===== config.mk =====
export PLATFORM = sky130hd
export DESIGN_NAME = sparse_mvm_core
export DESIGN_NICKNAME = d
export VERILOG_FILES = /design/src/rtl/sparse_mvm_core.sv
export SDC_FILE = /design/constraint.sdc
export NUM_CORES = 1
export LEC_CHECK = 0
export BUFFER_PORTS_ARGS = -buffer_cell sky130_fd_sc_hd__buf_2
export CAP_MARGIN = 10
export CORE_ASPECT_RATIO = 1.75
export CORE_MARGIN = 2
export CORE_UTILIZATION = 60
export CTS_CLUSTER_SIZE = 8
export DETAILED_ROUTE_END_ITERATION = 8
export PLACE_DENSITY = 0.78
export SKIP_LAST_GASP = 1
export SLEW_MARGIN = 25
export SYNTH_ARGS = -nofsm -noshare
export SYNTH_HDL_FRONTEND = slang
export SYNTH_SLANG_ARGS = --single-unit

===== constraint.sdc =====
create_clock -name clk -period 16.2 [get_ports clk]
set_clock_uncertainty 0.2 [all_clocks]
set_input_delay 2.43 -clock clk [delete_from_list [all_inputs] [get_ports clk]]
set_output_delay 2.43 -clock clk [all_outputs]
set_load 0.05 [all_outputs]

===== src/rtl/sparse_mvm_core.sv =====
// sparse_mvm_core: sparsity-aware matrix-vector multiply engine.
// Loads a dense vector, accumulates products of streamed nonzero matrix
// entries into per-row accumulators, then drains the rows over valid/ready.
//
// Handshake rules: a transfer happens on a rising edge where valid and ready
// are both high. in_ready depends on state only, so the producer may hold
// in_valid without waiting for it. While out_valid is high and out_ready is
// low, out_idx and out_data stay stable, and out_valid never drops until the
// row has been taken.
module sparse_mvm_core #(
  parameter int N              = 4,
  parameter int DATA_W         = 8,
  parameter int ACC_W          = 2 * DATA_W + $clog2(N),
  parameter bit SKIP_ZERO_ROWS = 1'b0,
  localparam int IDX_W         = (N > 2) ? $clog2(N) : 1
) (
  input  logic                     clk,
  input  logic                     rst_n,
  input  logic                     start,
  input  logic                     in_valid,
  output logic                     in_ready,
  input  logic                     in_kind,
  input  logic [IDX_W-1:0]         in_row,
  input  logic [IDX_W-1:0]         in_col,
  input  logic signed [DATA_W-1:0] in_data,
  input  logic                     in_last,
  output logic                     out_valid,
  input  logic                     out_ready,
  output logic [IDX_W-1:0]         out_idx,
  output logic signed [ACC_W-1:0]  out_data,
  output logic                     busy,
  output logic                     done,
  output logic                     err,
  output logic [1:0]               dbg_state
);

  typedef enum logic [1:0] {
    S_IDLE     = 2'd0,
    S_LOAD_VEC = 2'd1,
    S_LOAD_MAT = 2'd2,
    S_DRAIN    = 2'd3
  } state_t;

  localparam int IDX_SPAN = 2 ** IDX_W;

  // Lookup of which encodable index values address a real row/column.
  function automatic logic [IDX_SPAN-1:0] idx_ok_map();
    logic [IDX_SPAN-1:0] m;
    m = '0;
    for (int i = 0; i < IDX_SPAN; i++) begin
      m[i] = (i < N);
    end
    return m;
  endfunction

  localparam logic [IDX_SPAN-1:0] IDX_OK = idx_ok_map();

  // Rows taking part in the drain, given the hit mask.
  function automatic logic [N-1:0] elig_mask(input logic [N-1:0] hit);
    return SKIP_ZERO_ROWS ? hit : {N{1'b1}};
  endfunction

  // Lowest set bit of mask at or above 'from'; MSB of result = found.
  function automatic logic [IDX_W:0] first_eligible(input logic [N-1:0] mask, input int from);
    logic [IDX_W:0] r;
    r = '0;
    for (int i = N - 1; i >= 0; i--) begin
      if (mask[i] && (i >= from)) begin
        r = {1'b1, IDX_W'(i)};
      end
    end
    return r;
  endfunction

  state_t                     state_q, state_d;
  logic signed [DATA_W-1:0]   vec_q [N];
  logic signed [DATA_W-1:0]   vec_d [N];
  logic signed [ACC_W-1:0]    acc_q [N];
  logic signed [ACC_W-1:0]    acc_d [N];
  logic [N-1:0]               hit_q, hit_d;
  logic                       err_q, err_d;
  logic                       done_q, done_d;
  logic                       out_valid_q, out_valid_d;
  logic [IDX_W-1:0]           out_idx_q, out_idx_d;

  logic                       accept;
  logic                       row_ok, col_ok;
  logic [IDX_W-1:0]           row_s, col_s;
  logic                       mat_ok;
  logic signed [2*DATA_W-1:0] prod;
  logic signed [ACC_W-1:0]    acc_add;
  logic [N-1:0]               hit_next;
  logic [IDX_W:0]             first_res;
  logic [IDX_W:0]             next_res;

  assign accept = in_valid & in_ready;
  assign row_ok = IDX_OK[in_row];
  assign col_ok = IDX_OK[in_col];
  assign row_s  = row_ok ? in_row : '0;
  assign col_s  = col_ok ? in_col : '0;
  assign mat_ok = in_kind & row_ok & col_ok;

  // Full-precision signed product, sign-extended to the accumulator width.
  assign prod    = (2 * DATA_W)'(in_data) * (2 * DATA_W)'(vec_q[col_s]);
  assign acc_add = ACC_W'(prod);

  // Hit mask including the entry accepted this cycle, so the drain start
  // sees a last entry that is the only hit.
  assign hit_next = (accept && (state_q == S_LOAD_MAT) && mat_ok && (in_data != '0))
                    ? (hit_q | (N'(1) << row_s)) : hit_q;

  assign first_res = first_eligible(elig_mask(hit_next), 0);
  assign next_res  = first_eligible(elig_mask(hit_q), int'(out_idx_q) + 1);

  // Next-state, array updates and drain sequencing.
  always_comb begin
    state_d     = state_q;
    vec_d       = vec_q;
    acc_d       = acc_q;
    hit_d       = hit_q;
    err_d       = err_q;
    done_d      = 1'b0;
    out_valid_d = out_valid_q;
    out_idx_d   = out_idx_q;
    case (state_q)
      S_IDLE: begin
        if (start) begin
          for (int i = 0; i < N; i++) begin
            vec_d[i] = '0;
            acc_d[i] = '0;
          end
          hit_d       = '0;
          err_d       = 1'b0;
          out_valid_d = 1'b0;
          state_d     = S_LOAD_VEC;
        end
      end
      S_LOAD_VEC: begin
        if (accept) begin
          if (!in_kind && col_ok) begin
            vec_d[col_s] = in_data;
          end else begin
            err_d = 1'b1;
          end
          if (in_last) begin
            state_d = S_LOAD_MAT;
          end
        end
      end
      S_LOAD_MAT: begin
        if (accept) begin
          if (mat_ok) begin
            acc_d[row_s] = acc_q[row_s] + acc_add;
          end else begin
            err_d = 1'b1;
          end
          hit_d = hit_next;
          if (in_last) begin
            state_d     = S_DRAIN;
            out_valid_d = first_res[IDX_W];
            out_idx_d   = first_res[IDX_W] ? first_res[IDX_W-1:0] : '0;
            // Nothing to emit: report completion during the single DRAIN cycle.
            done_d      = !first_res[IDX_W];
          end
        end
      end
      S_DRAIN: begin
        if (!out_valid_q) begin
          state_d = S_IDLE;
        end else if (out_ready) begin
          if (next_res[IDX_W]) begin
            out_idx_d = next_res[IDX_W-1:0];
          end else begin
            out_valid_d = 1'b0;
            done_d      = 1'b1;
            state_d     = S_IDLE;
          end
        end
      end
      default: begin
        state_d = S_IDLE;
      end
    endcase
  end

  // State and datapath registers; reset aborts any job immediately.
  always_ff @(posedge clk or negedge rst_n) begin
    if (!rst_n) begin
      state_q     <= S_IDLE;
      for (int i = 0; i < N; i++) begin
        vec_q[i] <= '0;
        acc_q[i] <= '0;
      end
      hit_q       <= '0;
      err_q       <= 1'b0;
      done_q      <= 1'b0;
      out_valid_q <= 1'b0;
      out_idx_q   <= '0;
    end else begin
      state_q     <= state_d;
      for (int i = 0; i < N; i++) begin
        vec_q[i] <= vec_d[i];
        acc_q[i] <= acc_d[i];
      end
      hit_q       <= hit_d;
      err_q       <= err_d;
      done_q      <= done_d;
      out_valid_q <= out_valid_d;
      out_idx_q   <= out_idx_d;
    end
  end

  assign in_ready  = (state_q == S_LOAD_VEC) || (state_q == S_LOAD_MAT);
  assign busy      = (state_q != S_IDLE);
  assign done      = done_q;
  assign err       = err_q;
  assign out_valid = out_valid_q;
  assign out_idx   = out_idx_q;
  assign out_data  = out_valid_q ? acc_q[out_idx_q] : '0;
  assign dbg_state = state_q;

endmodule


==> results of run 1 <==
==> power breakdown <==
part | switching [mW] | total, mW | leakage (nW) | internal, mW
Combinational | 0.470 | 0.739 | 3.06 | 0.269
Clock | 0.108 | 0.215 | 0.133 | 0.106
Sequential | 0.0505 | 0.376 | 1.54 | 0.326
==> sequential cells by signal, summed over array words and instances, names as in the netlist <==
name / flops
dbg_state: 2
out_idx: 2
err: 1
out_valid: 1
vec_q: 32
acc_q: 72
done: 1
==> synthesized netlist by cell type, drive strengths merged (2+ instances only) <==
cell    number
buf         18
a21oi       10
o21ai       64
nand3       10
nor2        33
clkbuf      16
o311ai       4
o21a         2
mux2         3
inv        108
dfrtp      111
a22o        52
a211oi       4
fa          80
nor3         6
nand2b       9
mux4        43
nand4b       2
or2          3
mux2i        4
xnor2       11
nand2      109
nor2b        3
or3          5
a21o         4
and2        51
xor2         3
ha          49
==> cell type report <==
type                            count  area, sq um
Multi-Input combinational cell    584         5590
Fill cell                        1156         5130
Sequential cell                   111         2780
Inverter                          108          405
Timing Repair Buffer               51          277
Tap cell                          183          229
Clock buffer                        9          225
Clock inverter                      6         56.3
==> metrics by stage <==
| stage | utilization (%) | cell area (sq um) |
|---|---|---|
| 6_report | 65.1 | 9560 |
| 5_1_grt | 65.1 | 9560 |
| 4_1_cts | 65.0 | 9550 |
| 3_5_place_dp | 63.1 | 9270 |
| 3_3_place_gp | 63.1 | 9270 |
| 2_1_floorplan | - | 8930 |
==> worst paths after layout <==
kind	slack [ps]	depth (start not counted)	endpoint	startpoint
hold reg to reg	290	2	vec_q[23]	vec_q[23]
max in group asynchronous	12920	2	vec_q[13]	rst_n
min in group asynchronous	1800	1	acc_q[53]	rst_n
setup reg to reg	9960	16	acc_q[67]	vec_q[0]
hold / removal	290	2	vec_q[23]	vec_q[23]
setup / recovery	7870	17	acc_q[67]	in_col[0]
==> worst register-to-register path, cell delays in order (launching register included) <==
cell	delay, ps
dfrtp_1	390
mux4_2	570
and2_1	220
inv_1	440
fa_1	520
inv_1	100
fa_1	450
fa_1	570
fa_1	450
fa_1	500
ha_1	340
o21ai_0	120
o21ai_1	120
o221a_2	320
a311o_1	370
xor2_1	290
a22o_1	200
==> metal layers <==
metal  routed length, um  GRT usage, %  share of wire [%]
met1                7590          34.8                 36
met3                1060          4.58                5.0
met4                 714          11.3                3.4
met2               11700          51.3                 56
met5                   0             0                  0
==> logic make-up after synthesis <==
logic type / share of synthesized area, %
flip-flops: 31.1
XOR/XNOR: 1.37
AO/OA/AOI/OAI: 12.0
multiplexers: 11.7
AND/OR/NAND/NOR: 12.7
buffers and inverters: 6.36
adder cells (fa/ha/maj): 24.8
==> metrics.cfg, run 1 <==
[run_status]
status=finished, final reports clean

[detailed_routing]
drtPass1Iterations=5
routed-via-count=6578
first_iter_violations=285
finalWirelength_um=21100
vias_per_cell=6.25
antenna_left=0
wl_per_cell_um=20.0
drcViolationCount=0

[clocking]
clk_transition_reported_paths_ps=70
cts_tree=built
ctsResizeCount=0
cts-root-buf=clkbuf_16
worstSkewPairLatency_ps=360
cts_hold_buf=0
cts.sinks=111
cts-htree-levels=3
cts_buffers=9
cts_setup_buffers=0
clockBufferDepth=2

[global_route]
grt_pass1_wl_um=34800
antenna_found_initial=0
grt.overflow.total=0
grt_use_total_pct=29.0
grt_pass1_vias=6855
grt_max_degree=81

[floorplanning]
dieArea_sq_um=15900
rows=59
core-area_sq_um=14700
ioPinCount=46
start_util_pct=60.8
die_h_um=165
fp.dieW_um=96.2

[synth]
synth_nets=985
synth.area.top_cells=dfrtp_1 31%, fa_1 18%, mux4_2 11%
synth-async-reset-ratio_pct=100
avgSynthCellArea_sq_um=10.7
synth_area_sq_um=8930
ys_ff_latch=111
synth.distinct_cells=59
synth-edff-count=0
ys_seq_area_share_pct=31.1
synthCells=837
yosys.area.top_type=dfrtp_1
synth_top_cell_area_share_pct=31.1
ys.flop_type=dfrtp_1
yosysWarnings=0

[timing]
setup-violations-final=0
rsz0062_at_grt=false
fmax_ghz=0.120
relSlewSlack_pct=25.4
period_needed_ps=8330
finalHoldViolations=0
fin_ws_ps=7870
tns_ps=0
worst_slew_pin_slew_ps=1120
slew_violations=0
final.period_utilization_pct=51.4
hold_slack_ps=286

[job]
cap_violations=0

[placed_design]
hpwl_um=16200
place_ws_ps=7510
port_buffers=45
dp.cells=1037
gp_congestion=0.893

[setup_path]
crit_path_max_incr_delay_ps=650
crit_buf_inv=3
required_ps=16290
startpoint_type=input pin
crit_chain=buf_2, mux4_2, and2_1, inv_1, fa_1, inv_1, fa_1, fa_1, fa_1, fa_1, ha_1, o21ai_0, o21ai_1, o221a_2, a311o_1, xor2_1, a22o_1
critPathMostFrequentCell=fa_1
slowest_stage=mux4_2
critPathArrivalTime_ps=8420
crit_family=adder cells
worstSetupEndpointType=flop
cp_max_fo=13
crit_type=in2reg

[layout]
final_cell_mix=111 x dfrtp_1, 108 x inv_1, 107 x nand2_1
nets=1013
antenna_cells=0
layout_commonest_cell=dfrtp_1
syn2layout_area_growth_pct=6.99
stdcell_count=1052
layout-drive-gt1-share_pct=14.3

[power_and_ir_drop]
p_per_area_nw_per_um2=139
leakagePower_nw=4.72
ir_drop_mv=0.129
p_total_mw=1.33

[hold_path]
hold_class=reg2reg

No activity file was read; power rests on OpenSTA's default activity.
==> run 2: changes to the inputs <==
==> constraint.sdc (replaced) <==
create_clock -name clk -period 7.7 [get_ports clk]
set_clock_uncertainty 0.2 [all_clocks]
set_input_delay 1.155 -clock clk [delete_from_list [all_inputs] [get_ports clk]]
set_output_delay 1.155 -clock clk [all_outputs]
set_load 0.05 [all_outputs]
==> metrics.cfg, run 2 (synthesis results as in run 1) <==
[setup_path]
crit_family=adder cells
crit_chain=buf_2, mux4_2, and2_1, inv_1, fa_1, fa_1, inv_1, fa_1, fa_1, ha_1, ha_1, a21o_1, a21oi_1, o21ai_0, nor3b_1, nand3_1, o311ai_0
cp_max_fo=13
crit_buf_inv=3
crit_path_max_incr_delay_ps=650
rrSetupSlack_ps=1770
critPathMostFrequentCell=fa_1
startpoint_type=input pin
reg2reg_from=vec_q[1]
slowest_stage=mux4_2
crit_type=in2reg
rr_endpoint=acc_q[16]
r2r_cells=16
worstSetupEndpointType=flop
critPathArrivalTime_ps=6760
required_ps=7740

[layout]
fin_util_pct=65.2
largest_reg_flops=72
antenna_cells=0
fillers=1179
nets=1017
final_area_sq_um=9580
reg_top3=acc_q (72), vec_q (32)
layout-drive-gt1-share_pct=14.7
regMostFlops=acc_q
layout_commonest_cell=dfrtp_1
syn2layout_area_growth_pct=7.28
final_cell_mix=111 x dfrtp_1, 108 x inv_1, 107 x nand2_1
stdcell_count=1056

[timing]
fin_ws_ps=978
rsz0062_at_grt=false
final.period_utilization_pct=87.3
slew_violations=0
period_needed_ps=6720
finalHoldViolations=0
worst_slew_pin_slew_ps=1070
fmax_ghz=0.149
tns_ps=0
hold_slack_ps=283
setup-violations-final=0
relSlewSlack_pct=28.4

[hold_path]
hold_start=vec_q[27]
hold_end=vec_q[27]
holdPathStages=2
hold_class=reg2reg

[clocking]
ctsResizeCount=0
cts_hold_buf=0
cts.sinks=111
cts-root-buf=clkbuf_16
cts_setup_buffers=0
cts_tree=built
worstSkewPairLatency_ps=360
clockBufferDepth=2
cts_buffers=9
cts-htree-levels=3
clk_transition_reported_paths_ps=80

[power_and_ir_drop]
leakagePower_nw=4.74
p_total_mw=2.80
power.internal_mw=1.48
sequentialPowerShare_pct=28.2
clkPwrFrac_pct=16.2
sw_frac_of_total_pct=47.3
power_frac_comb_pct=55.6
p_per_area_nw_per_um2=293
p_sw_mw=1.33
ir_drop_mv=0.405

[detailed_routing]
vias_per_cell=6.14
wl_per_cell_um=20.2
first_iter_violations=306
drtPass1Iterations=4
drcViolationCount=0
antenna_left=0
finalWirelength_um=21300
routed-via-count=6481

[global_route]
antenna_found_initial=0
grt_pass1_wl_um=35300
grt_max_degree=73
met2_usage_pct=51.8
grt.overflow.total=0
grt_pass1_vias=7074
grt_use_total_pct=29.6
use_met3_pct=3.40
met1_usage_pct=35.8
grt.busiest_layer=met2

[floorplanning]
die_h_um=165
fp.dieW_um=96.2
start_util_pct=60.8
dieArea_sq_um=15900
rows=59
ioPinCount=46
core-area_sq_um=14700

[placed_design]
place_ws_ps=675
gp_congestion=0.872
dp.cells=1041
placed_cell_area_sq_um=9300
port_buffers=45
hpwl_um=16400

[job]
cap_violations=0

[run_status]
status=finished, final reports clean

==> run 2: layout make-up <==
| cell class | count | area, sq um | share of cell area [%] |
|---|---|---|---|
| clock buffer | 9 | 225 | 2.35 |
| clock inverter | 6 | 56.3 | 0.587 |
| inverter | 108 | 405 | 4.23 |
| multi-input combinational | 584 | 5590 | 58.3 |
| sequential | 111 | 2780 | 29.0 |
| tap | 183 | 229 | 2.39 |
| timing repair buffer | 55 | 303 | 3.16 |
==> run 2: worst max path at each step <==
stage                   start         to  slack [ps]  depth (start not counted)
finish              in_col[0]  acc_q[16]         980                         17
global route        in_col[0]  acc_q[52]         580                         17
CTS                 in_col[0]  acc_q[52]         960                         17
detailed placement  in_col[0]  acc_q[52]         670                         17
global placement    in_col[0]  acc_q[52]         730                         17
floorplan           in_col[1]  acc_q[13]         930                         17
==> run 2: metal layers <==
metal / up-vias / part of all wire, %
met4: 0 / 4.5
met1: 3258 / 35
met2: 252 / 55
met5: - / 0
li1: 2899 / -
met3: 72 / 5.0
==> run 2: worst reg2reg max path, cell delays in order, from the launching register on <==
cell and delay (ps):
dfrtp_1 390, mux4_2 570, and2_1 220, inv_1 320
fa_1 530, fa_1 520, inv_1 50, fa_1 550
fa_1 430, ha_1 290, ha_1 360, a21o_1 180
a21oi_1 220, o21ai_0 200, nor3b_1 500, nand3_1 150
o311ai_0 130
==> run 2: power groups by stage <==
stage | Clock [mW] | Sequential (mW) | Combinational (mW)
CTS | 0.457 | 0.789 | 1.56
finish | 0.455 | 0.789 | 1.56
global route | 0.482 | 0.806 | 1.74
detailed placement | 0 | 0.800 | 1.54
floorplan | 0 | 0.795 | 1.15
global placement | 0 | 0.794 | 1.51
==> run 3: changes to the inputs <==
==> constraint.sdc (replaced) <==
create_clock -name clk -period 7.28 [get_ports clk]
set_clock_uncertainty 0.2 [all_clocks]
set_input_delay 1.092 -clock clk [delete_from_list [all_inputs] [get_ports clk]]
set_output_delay 1.092 -clock clk [all_outputs]
set_load 0.01 [all_outputs]
==> metrics.cfg, run 3 (synthesis results as in run 1) <==
[run_status]
status=finished, final reports clean

[setup_path]
reg2reg_from=vec_q[0]
worstSetupEndpointType=flop
cp_max_fo=13
critPathMostFrequentCell=fa_1
crit_family=adder cells
crit_path_max_incr_delay_ps=660
crit_chain=buf_2, mux4_2, and2_1, inv_1, fa_1, inv_1, fa_1, fa_1, fa_1, fa_1, ha_1, o21ai_0, o21ai_1, o221a_2, a311o_1, xor2_1, a22o_1
startpoint_type=input pin
crit_buf_inv=3
r2r_cells=16
crit_type=in2reg
required_ps=7380
critPathArrivalTime_ps=6710
slowest_stage=mux4_2
rr_endpoint=acc_q[31]
rrSetupSlack_ps=1380

[layout]
antenna_cells=0
nets=1019
largest_reg_flops=72
layout_commonest_cell=dfrtp_1
regMostFlops=acc_q
syn2layout_area_growth_pct=7.52
layout-drive-gt1-share_pct=14.8
final_cell_mix=111 x dfrtp_1, 108 x inv_1, 107 x nand2_1
reg_top3=acc_q (72), vec_q (32)

[timing]
fmax_ghz=0.151
period_needed_ps=6610
final.period_utilization_pct=90.8
relSlewSlack_pct=28.0
rsz0062_at_grt=false
tns_ps=0
hold_slack_ps=279
setup-violations-final=0
finalHoldViolations=0
worst_slew_pin_slew_ps=1080
slew_violations=0

[global_route]
grt_use_total_pct=28.8
antenna_found_initial=0
grt.overflow.total=0
grt_pass1_wl_um=34400
grt_pass1_vias=6970
grt_max_degree=79

[clocking]
cts.sinks=111
cts-htree-levels=3
ctsResizeCount=0
clockBufferDepth=2
cts_hold_buf=0
cts_buffers=9
worstSkewPairLatency_ps=370
cts_tree=built
cts-root-buf=clkbuf_16
cts_setup_buffers=0
clk_transition_reported_paths_ps=80

[floorplanning]
dieArea_sq_um=15900
rows=59
die_h_um=165
start_util_pct=60.8
core-area_sq_um=14700
ioPinCount=46
fp.dieW_um=96.2

[detailed_routing]
wl_per_cell_um=19.8
drtPass1Iterations=5
routed-via-count=6526
drcViolationCount=0
vias_per_cell=6.16
finalWirelength_um=21000
antenna_left=0
first_iter_violations=319

[hold_path]
hold_end=vec_q[29]
holdPathStages=2
hold_start=vec_q[29]
hold_class=reg2reg

[power_and_ir_drop]
leakagePower_nw=4.75
p_per_area_nw_per_um2=301
ir_drop_mv=0.262

[placed_design]
hpwl_um=16100
gp_congestion=0.871
port_buffers=45

[job]
cap_violations=0

run 3: changes by cell type in the layout (fill, tap and decap cells not counted):
cell,previous run,this run
buf_4,11,12
buf_6,0,1
clkbuf_1,0,1
clkinv_4,0,1
clkinvlp_4,2,1
inv_6,1,2
inv_8,1,0
run 3: metrics by stage:
step                power (mW)  instances  area [sq um]  utilization [%]  setup slack, ps
floorplan                 1.96        837          8930                -              574
global placement          2.34       1043          9320             63.4              409
detailed placement        2.38       1043          9320             63.4              305
CTS                       2.89       1059          9600             65.4              672
global route              3.11       1059          9610             65.4              323
finish                    2.89       1059          9610             65.4              670
run 3: how the worst max path moves through the flow:
stage,from,to,depth (start not counted)
after floorplan,in_col[1],acc_q[13],17
after global placement,in_col[0],acc_q[49],16
after detailed placement,in_col[0],acc_q[49],16
after CTS,in_col[0],acc_q[49],16
after global routing,in_col[0],acc_q[49],16
final,in_col[0],acc_q[31],17
run 3: final cells by class:
class	count	area (sq um)
Timing Repair Buffer	57	322
Multi-Input combinational cell	584	5590
Sequential cell	111	2780
Inverter	108	405
Tap cell	183	229
Fill cell	1145	5080
Clock inverter	6	55.1
Clock buffer	10	229
run 3: worst min-delay path: stages (launching register included):
cell and delay [ps]:
dfrtp_1 340, nand2_1 40, o21ai_0 60
run 3: report_power, final:
| part | leakage, nW | switching (mW) | internal [mW] |
|---|---|---|---|
| sequential | 1.54 | 0.103 | 0.725 |
| clock | 0.136 | 0.252 | 0.239 |
| combinational | 3.08 | 0.967 | 0.603 |
| total | 4.75 | 1.32 | 1.57 |
run 3: metal layers:
metal  up-vias  wire, um  track usage, %
met5         -         0               0
met4         0       797            13.0
met3        52       974            3.54
met2       238     11500            50.5
met1      3317      7760            35.1
li1       2919         -               -
